<file path="config.mk">
export PLATFORM = sky130hd
export DESIGN_NAME = apb_timer_slave_flat
export DESIGN_NICKNAME = d
export VERILOG_FILES = /design/src/rtl/apb_timer_slave_if.sv /design/src/rtl/apb_timer_slave.sv /design/src/flat_wrapper.sv
export SDC_FILE = /design/constraint.sdc
export NUM_CORES = 1
export LEC_CHECK = 0
export CAP_MARGIN = 20
export CORE_ASPECT_RATIO = 0.7
export CORE_UTILIZATION = 50
export CTS_CLUSTER_DIAMETER = 60
export CTS_CLUSTER_SIZE = 28
export DETAILED_ROUTE_END_ITERATION = 7
export GPL_ROUTABILITY_DRIVEN = 1
export PLACE_DENSITY_LB_ADDON = 0.1
export SYNTH_ARGS = -nofsm -noshare
export SYNTH_HDL_FRONTEND = slang
export SYNTH_SLANG_ARGS = --single-unit
</file>
<file path="constraint.sdc">
create_clock -name PCLK -period 6.1 [get_ports PCLK]
set_clock_uncertainty 0.1 [all_clocks]
set_input_delay 1.22 -clock PCLK [delete_from_list [all_inputs] [get_ports PCLK]]
set_output_delay 1.22 -clock PCLK [all_outputs]
set_load 0.05 [all_outputs]
</file>
<file path="src/rtl/apb_timer_slave_if.sv">
// APB bus bundle between a master (bridge or bench) and the timer slave.
interface apb_timer_slave_if;
    logic        PSEL;
    logic        PENABLE;
    logic        PWRITE;
    logic [31:0] PADDR;
    logic [31:0] PWDATA;
    logic [31:0] PRDATA;
    logic        PREADY;

    modport master (
        output PSEL, PENABLE, PWRITE, PADDR, PWDATA,
        input  PRDATA, PREADY
    );

    modport slave (
        input  PSEL, PENABLE, PWRITE, PADDR, PWDATA,
        output PRDATA, PREADY
    );
endinterface

</file>
<file path="src/rtl/apb_timer_slave.sv">
// APB slave with a prescaled 32-bit down-counter timer, programmable wait states
// and a level interrupt.
module apb_timer_slave #(
    parameter int unsigned WAIT_STATES = 1,
    parameter logic [31:0] ID_VALUE    = 32'hA9B0_0001
) (
    input  logic               PCLK,
    input  logic               PRESETn,
    apb_timer_slave_if.slave   apb,
    output logic               IRQ
);

    localparam logic [2:0] WS        = 3'(WAIT_STATES);
    localparam logic [2:0] ADDR_CTRL = 3'd0;
    localparam logic [2:0] ADDR_LOAD = 3'd1;
    localparam logic [2:0] ADDR_VAL  = 3'd2;
    localparam logic [2:0] ADDR_STAT = 3'd3;
    localparam logic [2:0] ADDR_ID   = 3'd4;

    logic        r_ctrlEn;
    logic        r_ctrlReload;
    logic        r_ctrlIrqEn;
    logic [7:0]  r_prescale;
    logic [31:0] r_load;
    logic [31:0] r_value;
    logic        r_expired;
    logic [7:0]  r_preCnt;
    logic [2:0]  r_waitCnt;

    logic [2:0]  w_addr;
    logic        w_setup;
    logic        w_access;
    logic        w_ready;
    logic        w_wr;
    logic        w_ctrlWr;
    logic        w_loadWr;
    logic        w_statWr;
    logic        w_tickRaw;
    logic        w_tick;
    logic        w_expire;
    logic [31:0] w_rdata;
    logic        w_unused;

    assign w_addr    = apb.PADDR[4:2];
    assign w_setup   = apb.PSEL & ~apb.PENABLE;
    assign w_access  = apb.PSEL & apb.PENABLE;
    // Gated by reset so the bus sees PREADY low even while the master holds an access.
    assign w_ready   = w_access & (r_waitCnt == 3'd0) & PRESETn;
    assign w_wr      = w_ready & apb.PWRITE;
    assign w_ctrlWr  = w_wr & (w_addr == ADDR_CTRL);
    assign w_loadWr  = w_wr & (w_addr == ADDR_LOAD);
    assign w_statWr  = w_wr & (w_addr == ADDR_STAT);

    // A LOAD write on a tick edge swallows the tick entirely, including any expiry.
    assign w_tickRaw = r_ctrlEn & (r_preCnt == r_prescale);
    assign w_tick    = w_tickRaw & ~w_loadWr;
    assign w_expire  = w_tick & (r_value == 32'd0);

    assign apb.PREADY = w_ready;
    assign apb.PRDATA = w_rdata;
    assign IRQ        = r_expired & r_ctrlIrqEn;
    assign w_unused   = ^{apb.PADDR[31:5], apb.PADDR[1:0]};

    always_ff @(posedge PCLK or negedge PRESETn) begin
        if (!PRESETn) begin
            r_waitCnt <= 3'd0;
        end else if (w_setup) begin
            r_waitCnt <= WS;
        end else if (w_access && r_waitCnt != 3'd0) begin
            r_waitCnt <= r_waitCnt - 3'd1;
        end
    end

    // Later assignments deliberately override earlier ones: W1C loses to a fresh
    // expiry, and register writes win over the hardware EN clear.
    always_ff @(posedge PCLK or negedge PRESETn) begin
        if (!PRESETn) begin
            r_ctrlEn     <= 1'b0;
            r_ctrlReload <= 1'b0;
            r_ctrlIrqEn  <= 1'b0;
            r_prescale   <= 8'd0;
            r_load       <= 32'd0;
            r_value      <= 32'd0;
            r_expired    <= 1'b0;
            r_preCnt     <= 8'd0;
        end else begin
            if (r_ctrlEn) begin
                r_preCnt <= w_tickRaw ? 8'd0 : r_preCnt + 8'd1;
            end
            if (w_tick) begin
                if (r_value != 32'd0) begin
                    r_value <= r_value - 32'd1;
                end else if (r_ctrlReload) begin
                    r_value <= r_load;
                end else begin
                    r_ctrlEn <= 1'b0;
                end
            end
            if (w_statWr && apb.PWDATA[0]) begin
                r_expired <= 1'b0;
            end
            if (w_expire) begin
                r_expired <= 1'b1;
            end
            if (w_ctrlWr) begin
                r_ctrlEn     <= apb.PWDATA[0];
                r_ctrlReload <= apb.PWDATA[1];
                r_ctrlIrqEn  <= apb.PWDATA[2];
                r_prescale   <= apb.PWDATA[15:8];
                if (!r_ctrlEn && apb.PWDATA[0]) begin
                    r_preCnt <= 8'd0;
                end
            end
            if (w_loadWr) begin
                r_load   <= apb.PWDATA;
                r_value  <= apb.PWDATA;
                r_preCnt <= 8'd0;
            end
        end
    end

    always_comb begin
        w_rdata = 32'd0;
        if (PRESETn && apb.PSEL && !apb.PWRITE) begin
            case (w_addr)
                ADDR_CTRL: w_rdata = {16'd0, r_prescale, 5'd0, r_ctrlIrqEn, r_ctrlReload, r_ctrlEn};
                ADDR_LOAD: w_rdata = r_load;
                ADDR_VAL:  w_rdata = r_value;
                ADDR_STAT: w_rdata = {31'd0, r_expired};
                ADDR_ID:   w_rdata = ID_VALUE;
                default:   w_rdata = 32'd0;
            endcase
        end
    end

endmodule

</file>
<file path="src/flat_wrapper.sv">
// flat-port wrapper written by rule: the top's interface ports become plain ports
module apb_timer_slave_flat 
#(
    parameter int unsigned WAIT_STATES = 1,
    parameter logic [31:0] ID_VALUE    = 32'hA9B0_0001
)
  (PCLK, PRESETn, IRQ, apb_PSEL, apb_PENABLE, apb_PWRITE, apb_PADDR, apb_PWDATA, apb_PRDATA, apb_PREADY);
  apb_timer_slave_if apb_i ();
  input  logic PCLK;
  input  logic PRESETn;
  output logic IRQ;
  input wire logic [$bits(apb_i.PSEL)-1:0] apb_PSEL;
  input wire logic [$bits(apb_i.PENABLE)-1:0] apb_PENABLE;
  input wire logic [$bits(apb_i.PWRITE)-1:0] apb_PWRITE;
  input wire logic [$bits(apb_i.PADDR)-1:0] apb_PADDR;
  input wire logic [$bits(apb_i.PWDATA)-1:0] apb_PWDATA;
  output wire logic [$bits(apb_i.PRDATA)-1:0] apb_PRDATA;
  output wire logic [$bits(apb_i.PREADY)-1:0] apb_PREADY;
  assign apb_i.PSEL = apb_PSEL;
  assign apb_i.PENABLE = apb_PENABLE;
  assign apb_i.PWRITE = apb_PWRITE;
  assign apb_i.PADDR = apb_PADDR;
  assign apb_i.PWDATA = apb_PWDATA;
  assign apb_PRDATA = apb_i.PRDATA;
  assign apb_PREADY = apb_i.PREADY;
  apb_timer_slave #(.WAIT_STATES(WAIT_STATES), .ID_VALUE(ID_VALUE)) u_core (.PCLK(PCLK), .PRESETn(PRESETn), .apb(apb_i), .IRQ(IRQ));
endmodule
</file>
==> impl_metrics.tcl, run 1 <==
set metrics [dict create \
    yosys.area.top_type "dfrtp_1" \
    startpoint_type "primary input" \
    relSlewSlack_pct 42.22 \
    required_ps 4780 \
    ctsRootBufferMaster "clkbuf_16" \
    drc 0 \
    crit_start "apb_PADDR[4]" \
    dieHeight_um 90.79 \
    grt_pass1_wl_mm 28.66 \
    syn_inst 687 \
    crit_type "primary input to output pin" \
    multi_input_area_um2 3224 \
    hp-start "u_core.r_load[28]" \
    vias 5678 \
    vdd_ir_drop_max_uv 139.7 \
    area_growth_pct 20.76 \
    pwr-share-seq_pct 41.2 \
    fin_cells 898 \
    setup_slack_ps 1093 \
    rows 32 \
    ios 103 \
    syn_area_um2 5630 \
    grt_usage_pct 31.84 \
    synth_top_family_by_area "simple AND/OR/NAND/NOR gates" \
    antenna_found_initial 0 \
    clkPwrFrac_pct 32.0 \
    final.setup.tns_ps 0 \
    synth_compound_area_share_pct 20.69 \
    insertion_delay_ps 340 \
    post-cts-setup-buffer-count 0 \
    dp_hpwl_mm 12.60 \
    port-buffer-count 73 \
    synth_area_per_cell_um2 8.196 \
    cts_resized 0 \
    synth_cell_types 70 \
    initial_utilization_pct 51.32 \
    wl_per_cell_um 19.75 \
    p_leak_nw 2.959 \
    drt-initial-drc-count 593 \
    cp_data_arrival_time_ps 3690 \
    drv_cap 0 \
    intPower_mw 1.242 \
    synth_edf_count 0 \
    fin_nets 814 \
    hold_class "flop to flop" \
    die_area_um2 11700 \
    htree_levels 3 \
    yosys.area_share.xor_xnor_pct 2.489 \
    cts_num_sinks 87 \
    synthArstFlopShare_pct 100.0 \
    final_common_cell "nand2_1" \
    drive_gt1_share_pct 12.48 \
    period_share_pct 82.08 \
    grt_setup_unrepaired "no" \
    synth_warnings 0 \
    drtPass1Iterations 5 \
    synthMuxAreaShare_pct 4.867 \
    end_kind "output pin" \
    cpPeakStageDelay_ps 820 \
    placedCellCount 882 \
    reg2reg_from "u_core.r_value[0]" \
    ant_nets 0 \
    worst_slew_pin_slew_ps 862.9 \
    place_congestion 0.9576 \
    max_freq_ghz 0.1997 \
    synth_top_area_share_pct 38.67 \
    slowest_stage "clkdlybuf4s50_1" \
    synth_area_leaders "dfrtp_1, nand2_1, nor2_1" \
    post-place-ws_ps 1117 \
    core_area_um2 10970 \
    status "complete, no violations" \
    via_per_inst 6.323 \
    cp_max_fo 10 \
    seq_area_frac_synth_pct 38.67 \
    fill_cells 989 \
    p_per_area_nw_per_um2 278.5 \
    synth_nets 761 \
    synthFlopType "dfrtp_1" \
    reg2reg_setup_slack_ps 2750 \
    die_w_um 128.8 \
    final_util_pct 61.98 \
    grt_pass1_vias 5378 \
    cts_buffers 9 \
    diodes 0 \
    grt_remaining_overflow 0 \
    power_frac_comb_pct 26.9 \
    synthAdderAreaFrac_pct 1.111 \
    totalWireLength_mm 17.73 \
    finalSetupViolations 0 \
    p_sw_share_pct 34.40 \
    postCtsHoldBufs 0 \
    path_common_cell "clkdlybuf4s50_1" \
    clk_pin_slew_ps 60 \
    post-route-min-period_ps 5007 \
    path_cells "clkdlybuf4s50_1 > clkinv_1 > nor3_1 > a21oi_1 > nor2_1 > clkdlybuf4s50_1" \
    synth_simple_gate_area_share_pct 27.96 \
    grt_max_degree 63 \
    cp_top_family "buffers and inverters" \
    clockBufferDepth 2 \
    seq_area_um2 2177 \
    hold_viol_final 0 \
    critPathBufInv 3 \
    drv_slew 0 \
    layout_common_cells "nand2_1, nor2_1, dfrtp_1" \
    yosys_register_bits 87 \
    cts_tree "yes" \
    power_switching_mw 0.6514 \
]
-- cell families after synthesis --
logic type	after synthesis
XOR/XNOR	16
multiplexers	25
buffers and inverters	55
AO/OA/AOI/OAI	175
flip-flops	87
adder cells (fa/ha/maj)	5
AND/OR/NAND/NOR	324
-- registers in the layout, indices dropped and copies added (netlist names) --
signal / cells
u_core.r_load: 32
u_core.r_prescale: 8
u_core.r_ctrlIrqEn: 1
u_core.r_preCnt: 8
u_core.r_ctrlEn: 1
u_core.r_ctrlReload: 1
u_core.r_waitCnt: 3
u_core.r_expired: 1
u_core.r_value: 32
-- worst reg2reg max path, stage by stage (launching register included) --
cell and delay, ps:
dfrtp_1 450, inv_1 130, ha_1 210, nor4b_1 440, nand4_1 270, or3_1 730
o21ai_4 450, and2_1 320, o31ai_1 130
-- area by class of cell --
class                   count  area share (%)
clock inverters             3          0.9569
inverters                  10          0.5521
clock buffers              13           3.828
well taps                 153           2.816
flip-flops and latches     87           32.02
repair buffers             87           12.40
multi-input cells         545           47.42
-- final timing paths --
kind                                       to  depth (start not counted)
min                         u_core.r_load[28]                          2
min in group asynchronous   u_core.r_load[30]                          1
max reg2reg                u_core.r_value[18]                          8
max in group asynchronous  u_core.r_preCnt[7]                          2
min reg2reg                 u_core.r_load[28]                          2
max                             apb_PRDATA[0]                          6
-- synth_stat cells, types with 3 or more instances --
master,instances
mux2_2,9
clkbuf_1,30
o21ai_0,33
nand3_1,13
nand2_1,112
or2_2,3
a211oi_1,12
nor4_1,15
o21ai_1,10
nor3b_1,3
o21a_1,3
a22o_1,8
ha_1,5
or4_1,4
nor2_1,89
a22oi_1,14
buf_1,4
nor3_1,26
o31ai_1,9
or3_1,6
a21oi_1,42
nor2b_1,5
buf_2,7
nand4_1,13
dfrtp_1,87
and2_1,7
mux2i_1,15
xor2_1,11
a21o_1,6
nand3b_1,3
nand2b_1,3
o211ai_1,6
and3_1,6
nor4_2,3
a31oi_1,5
o41ai_1,3
inv_1,9
xnor2_1,5
-- metal layers --
| metal | up-vias | part of all wire [%] | GRT usage [%] |
|---|---|---|---|
| li1 | 2588 | - | - |
| met1 | 2772 | 46 | 48.27 |
| met2 | 290 | 43 | 45.95 |
| met3 | 28 | 9.1 | 6.339 |
| met4 | 0 | 1.6 | 7.941 |
| met5 | - | 0 | 0 |
-- per-stage QoR --
stage	total power, mW	area [um^2]	hold slack, ps
global placement	1.263	6474	382.1
finish	1.894	6799	402.0
CTS	1.885	6799	403.5
detailed placement	1.277	6474	387.8
floorplan	1.107	5630	352.5
global route	1.992	6799	438.5
-- power groups by stage --
stage	clock network (mW)	registers, mW	logic, mW
5_1_grt	0.636	0.788	0.568
3_5_place_dp	0	0.781	0.497
4_1_cts	0.612	0.772	0.501
6_report	0.606	0.779	0.509
2_1_floorplan	0	0.733	0.374
3_3_place_gp	0	0.775	0.487
Note: power is estimated with default switching activity, not from simulation.
==> run 2, diff against run 1 <==
--- a/config.mk
+++ b/config.mk
@@ -7,7 +7,7 @@
 export LEC_CHECK = 0
 export CAP_MARGIN = 20
 export CORE_ASPECT_RATIO = 0.7
-export CORE_UTILIZATION = 50
+export CORE_UTILIZATION = 48
 export CTS_CLUSTER_DIAMETER = 60
 export CTS_CLUSTER_SIZE = 28
 export DETAILED_ROUTE_END_ITERATION = 7
==> constraint.sdc (replaced) <==
create_clock -name PCLK -period 4.45 [get_ports PCLK]
set_clock_uncertainty 0.1 [all_clocks]
set_input_delay 0.89 -clock PCLK [delete_from_list [all_inputs] [get_ports PCLK]]
set_output_delay 0.89 -clock PCLK [all_outputs]
set_load 0.05 [all_outputs]
==> run 2 against run 1 <==
Core utilization up 1.3 points. Sequential share of layout area down 1.3 points. Flip-flop and latch count unchanged. Setup slack got worse by 430 ps. Sequential power is 37% higher. Total power increased by 34%. First-iteration DRC count down 20%. Via count fell by 0.51%. Critical path type unchanged. Critical endpoint is now apb_PRDATA[12].
==> impl_metrics.tcl, run 2 (same netlist as run 1, synthesis figures left out) <==
set metrics [dict create \
    status "complete, no violations" \
    dieHeight_um 92.62 \
    via_per_inst 6.298 \
    ctsRootBufferMaster "clkbuf_16" \
    period_share_pct 85.16 \
    ios 103 \
    drv_cap 0 \
    dp_hpwl_mm 13.03 \
    cts_buffers 9 \
    grt_remaining_overflow 0 \
    max_freq_ghz 0.2639 \
    startpoint_type "primary input" \
    fin_total_pwr_mw 2.538 \
    cpPeakStageDelay_ps 610 \
    critPathBufInv 3 \
    reg_top3 "u_core.r_load: 32 flops, u_core.r_value: 32 flops" \
    port-buffer-count 73 \
    final_util_pct 63.31 \
    fin_cells 897 \
    post-place-ws_ps 658.4 \
    drive_gt1_share_pct 12.63 \
    ant_nets 0 \
    diodes 0 \
    cp_data_arrival_time_ps 2800 \
    drv_slew 0 \
    initial_utilization_pct 50.22 \
    drtPass1Iterations 7 \
    end_kind "output pin" \
    p_leak_nw 3.023 \
    grt_pass1_vias 5527 \
    grt_usage_pct 31.68 \
    die_w_um 131.5 \
    grt_pass1_wl_mm 29.76 \
    grt_max_degree 63 \
    slowest_stage "clkdlybuf4s50_1" \
    required_ps 3460 \
    p_per_area_nw_per_um2 357.6 \
    drt-initial-drc-count 472 \
    drc 0 \
    post-cts-setup-buffer-count 0 \
    hold_viol_final 0 \
    htree_levels 3 \
    clk_pin_slew_ps 60 \
    relSlewSlack_pct 32.78 \
    rows 32 \
    place_congestion 0.9264 \
    worst_slew_pin_slew_ps 1002 \
    totalWireLength_mm 18.35 \
    clockBufferDepth 2 \
    final.setup.tns_ps 0 \
    cp_max_fo 13 \
    path_cells "clkdlybuf4s50_1 > and2_1 > nand3b_1 > nand2b_1 > buf_4 > nor2_1 > buf_12" \
    crit_type "primary input to output pin" \
    setup_slack_ps 660.6 \
    vdd_ir_drop_max_uv 235.2 \
    postCtsHoldBufs 0 \
    insertion_delay_ps 340 \
    cts_tree "yes" \
    post-route-min-period_ps 3789 \
    grt_setup_unrepaired "no" \
    die_area_um2 12170 \
    final_common_cell "nand2_1" \
    wl_per_cell_um 20.46 \
    layout_common_cells "nand2_1, nor2_1, dfrtp_1" \
    area_growth_pct 26.07 \
    cts_resized 0 \
    vias 5649 \
    hold_class "primary input to asynchronous set/reset pin" \
    antenna_found_initial 1 \
    core_area_um2 11210 \
    cts_num_sinks 87 \
    fin_nets 815 \
    finalSetupViolations 0 \
    placedCellCount 883 \
    cp_top_family "buffers and inverters" \
]
[run 2: cell count changes in the layout (fill, tap and decap cells not counted), sizes merged]
cell	change
buf	+2
clkinvlp	+1
clkinv	+1
bufinv	-1
clkdlybuf4s50	-1
clkbuf	-3
[run 2: cell type report]
| cell class | count | area [um^2] |
|---|---|---|
| clock buffers | 10 | 239.0 |
| clock inverters | 4 | 47.55 |
| fillers | 955 | 4113 |
| inverters | 10 | 37.54 |
| multi-input cells | 545 | 3219 |
| flip-flops and latches | 87 | 2177 |
| well taps | 153 | 191.4 |
| repair buffers | 88 | 1186 |
[run 2: per-stage QoR]
step,hold WS (ps),area (um^2)
3_5_place_dp,388.2,6812
5_1_grt,415.9,7098
3_3_place_gp,377.2,6812
2_1_floorplan,352.5,5630
6_report,386.4,7098
4_1_cts,397.7,7098
[run 2: report_power, final]
group          switching [mW]  internal, mW
combinational           0.423         0.285
sequential              0.171         0.899
clock                   0.318         0.442
total                   0.912          1.63
[run 2: metal layers]
layer	up-vias	track usage, %	share of wire, %
met5	-	0	0.071
met4	2	8.430	1.1
met3	22	9.141	10
met2	302	46.60	43
met1	2735	45.24	46
li1	2588	-	-
[run 2: final timing paths]
kind / slack, ps / endpoint / depth (start not counted) / from
max: 660 / apb_PRDATA[12] / 7 / apb_PSEL
min: 390 / u_core.r_load[29] / 1 / PRESETn
max reg2reg: 1160 / u_core.r_value[30] / 8 / u_core.r_value[0]
min reg2reg: 400 / u_core.r_load[28] / 2 / u_core.r_load[28]
max in group asynchronous: 2730 / u_core.r_load[15] / 2 / PRESETn
min in group PCLK: 400 / u_core.r_load[28] / 2 / u_core.r_load[28]
==> run 3, diff against run 2 <==
--- a/config.mk
+++ b/config.mk
@@ -7,7 +7,8 @@
 export LEC_CHECK = 0
 export CAP_MARGIN = 20
 export CORE_ASPECT_RATIO = 0.7
-export CORE_UTILIZATION = 48
+export CORE_UTILIZATION = 50
+export CTS_BUF_LIST = sky130_fd_sc_hd__clkbuf_4 sky130_fd_sc_hd__clkbuf_8
 export CTS_CLUSTER_DIAMETER = 60
 export CTS_CLUSTER_SIZE = 28
 export DETAILED_ROUTE_END_ITERATION = 7
==> run 3 against run 2 <==
Sequential power barely moved. Setup slack worse by 320 ps. First-iteration DRC count is 21% higher. Global-route usage increased by 1.3 points. Via count grew 0.41%. Flip-flop and latch count stayed put. Critical path depth unchanged. Maximum frequency decreased by 7.8%. Largest cell class unchanged.
==> impl_metrics.tcl, run 3 (same netlist as run 1, synthesis figures left out) <==
set metrics [dict create \
    cp_max_fo 12 \
    antenna_found_initial 0 \
    cp_data_arrival_time_ps 3120 \
    grt_pass1_vias 5500 \
    use_met2_pct 46.22 \
    power_frac_comb_pct 30.1 \
    via_per_inst 6.267 \
    clk_pin_slew_ps 90 \
    place_congestion 0.9559 \
    drive_gt1_share_pct 13.56 \
    use_met1_pct 48.13 \
    fin_total_pwr_mw 2.370 \
    cts_buffers 9 \
    grt_usage_pct 32.99 \
    wl_per_cell_um 20.08 \
    hold_viol_final 0 \
    startpoint_type "primary input" \
    max_freq_ghz 0.2433 \
    crit_type "primary input to output pin" \
    p_leak_nw 3.016 \
    use_met3_pct 9.123 \
    insertion_delay_ps 380 \
    htree_levels 3 \
    pwr-share-seq_pct 44.8 \
    post-place-ws_ps 435.4 \
    period_share_pct 92.35 \
    reg2reg_from "u_core.r_value[0]" \
    required_ps 3460 \
    postCtsHoldBufs 0 \
    intPower_mw 1.464 \
    relSlewSlack_pct 36.48 \
    p_sw_share_pct 38.23 \
    initial_utilization_pct 51.32 \
    vias 5672 \
    clkPwrFrac_pct 25.1 \
    drt-initial-drc-count 571 \
    rr_endpoint "u_core.r_value[14]" \
    cts_tree "yes" \
    diodes 0 \
    setup_slack_ps 340.6 \
    drc 0 \
    status "complete, no violations" \
    grt_setup_unrepaired "no" \
    drv_slew 0 \
    cts_resized 0 \
    ios 103 \
    vdd_ir_drop_max_uv 199.6 \
    rows 32 \
    end_kind "output pin" \
    grt-busiest-layer "met1" \
    ctsRootBufferMaster "clkbuf_8" \
    drtPass1Iterations 5 \
    grt_max_degree 84 \
    dp_hpwl_mm 13.07 \
    hold_ws_ps 200.9 \
    layout_common_cells "nand2_1, nor2_1, dfrtp_1" \
    grt_remaining_overflow 0 \
    power_switching_mw 0.9061 \
    crit_start "apb_PADDR[2]" \
    totalWireLength_mm 18.17 \
    final.setup.tns_ps 0 \
    area_growth_pct 25.38 \
    grt_pass1_wl_mm 29.45 \
    die_area_um2 11700 \
    core_area_um2 10970 \
    port-buffer-count 73 \
    post-cts-setup-buffer-count 0 \
    reg2reg_setup_slack_ps 1070 \
    reg2regPathDepth 8 \
    fin_nets 821 \
    post-route-min-period_ps 4109 \
    finalSetupViolations 0 \
    reg_top3 "u_core.r_load: 32 flops, u_core.r_value: 32 flops" \
    die_w_um 128.8 \
    worst_slew_pin_slew_ps 947.2 \
    cts_num_sinks 87 \
    p_per_area_nw_per_um2 335.8 \
    drv_cap 0 \
    clockBufferDepth 2 \
    ant_nets 0 \
    final_common_cell "nand2_1" \
    dieHeight_um 90.79 \
    hold_class "primary input to asynchronous set/reset pin" \
]
## run 3: cell count changes in the layout (fill, tap and decap cells not counted)
cell        delta
clkbuf_16      -9
clkbuf_8       +9
buf_4          +7
clkinv_4       +4
buf_12         -2
buf_16         +1
clkinv_2       -1
clkinvlp_4     -1
## run 3: worst max-delay path by stage
stage                                end  slack [ps]
after floorplan           apb_PRDATA[16]         710
after global placement    apb_PRDATA[23]         400
after detailed placement  apb_PRDATA[23]         440
after CTS                 apb_PRDATA[23]         420
after global routing      apb_PRDATA[27]         250
final                     apb_PRDATA[23]         340
## run 3: metal layers
metal | vias to the layer above | routed length (um) | part of all wire [%]
li1 | 2601 | - | -
met4 | 2 | 386 | 2.1
met3 | 31 | 1831 | 10
met2 | 298 | 7560 | 42
met5 | - | 80 | 0.44
met1 | 2740 | 8316 | 46
## run 3: cell type report
cell class,count,area (um^2)
Multi-Input combinational cell,545,3219
Tap cell,153,191.4
Clock inverter,6,70.07
Inverter,10,37.54
Fill cell,967,3911
Sequential cell,87,2177
Clock buffer,10,137.6
Timing Repair Buffer,94,1226
## run 3: per-stage QoR
stage                     area [um^2]  cells  util [%]
final                            7059    905     64.35
after global routing             7059    905     64.35
after CTS                        7032    904     64.10
after detailed placement         6824    888     62.20
after global placement           6824    888     62.20
after floorplan                  5630    687         -
## run 3: critical path, stage by stage
cell	delay [ps]
clkdlybuf4s50_1	640
nor2b_1	550
buf_4	310
a22o_1	210
a21oi_1	80
nor2_1	250
buf_12	180
## run 3: power groups by stage
stage,Sequential (mW),Clock (mW),Combinational [mW]
finish,1.06,0.595,0.714
global placement,1.06,0,0.672
floorplan,1.00,0,0.513
CTS,1.05,0.601,0.696
global route,1.08,0.631,0.785
detailed placement,1.07,0,0.694
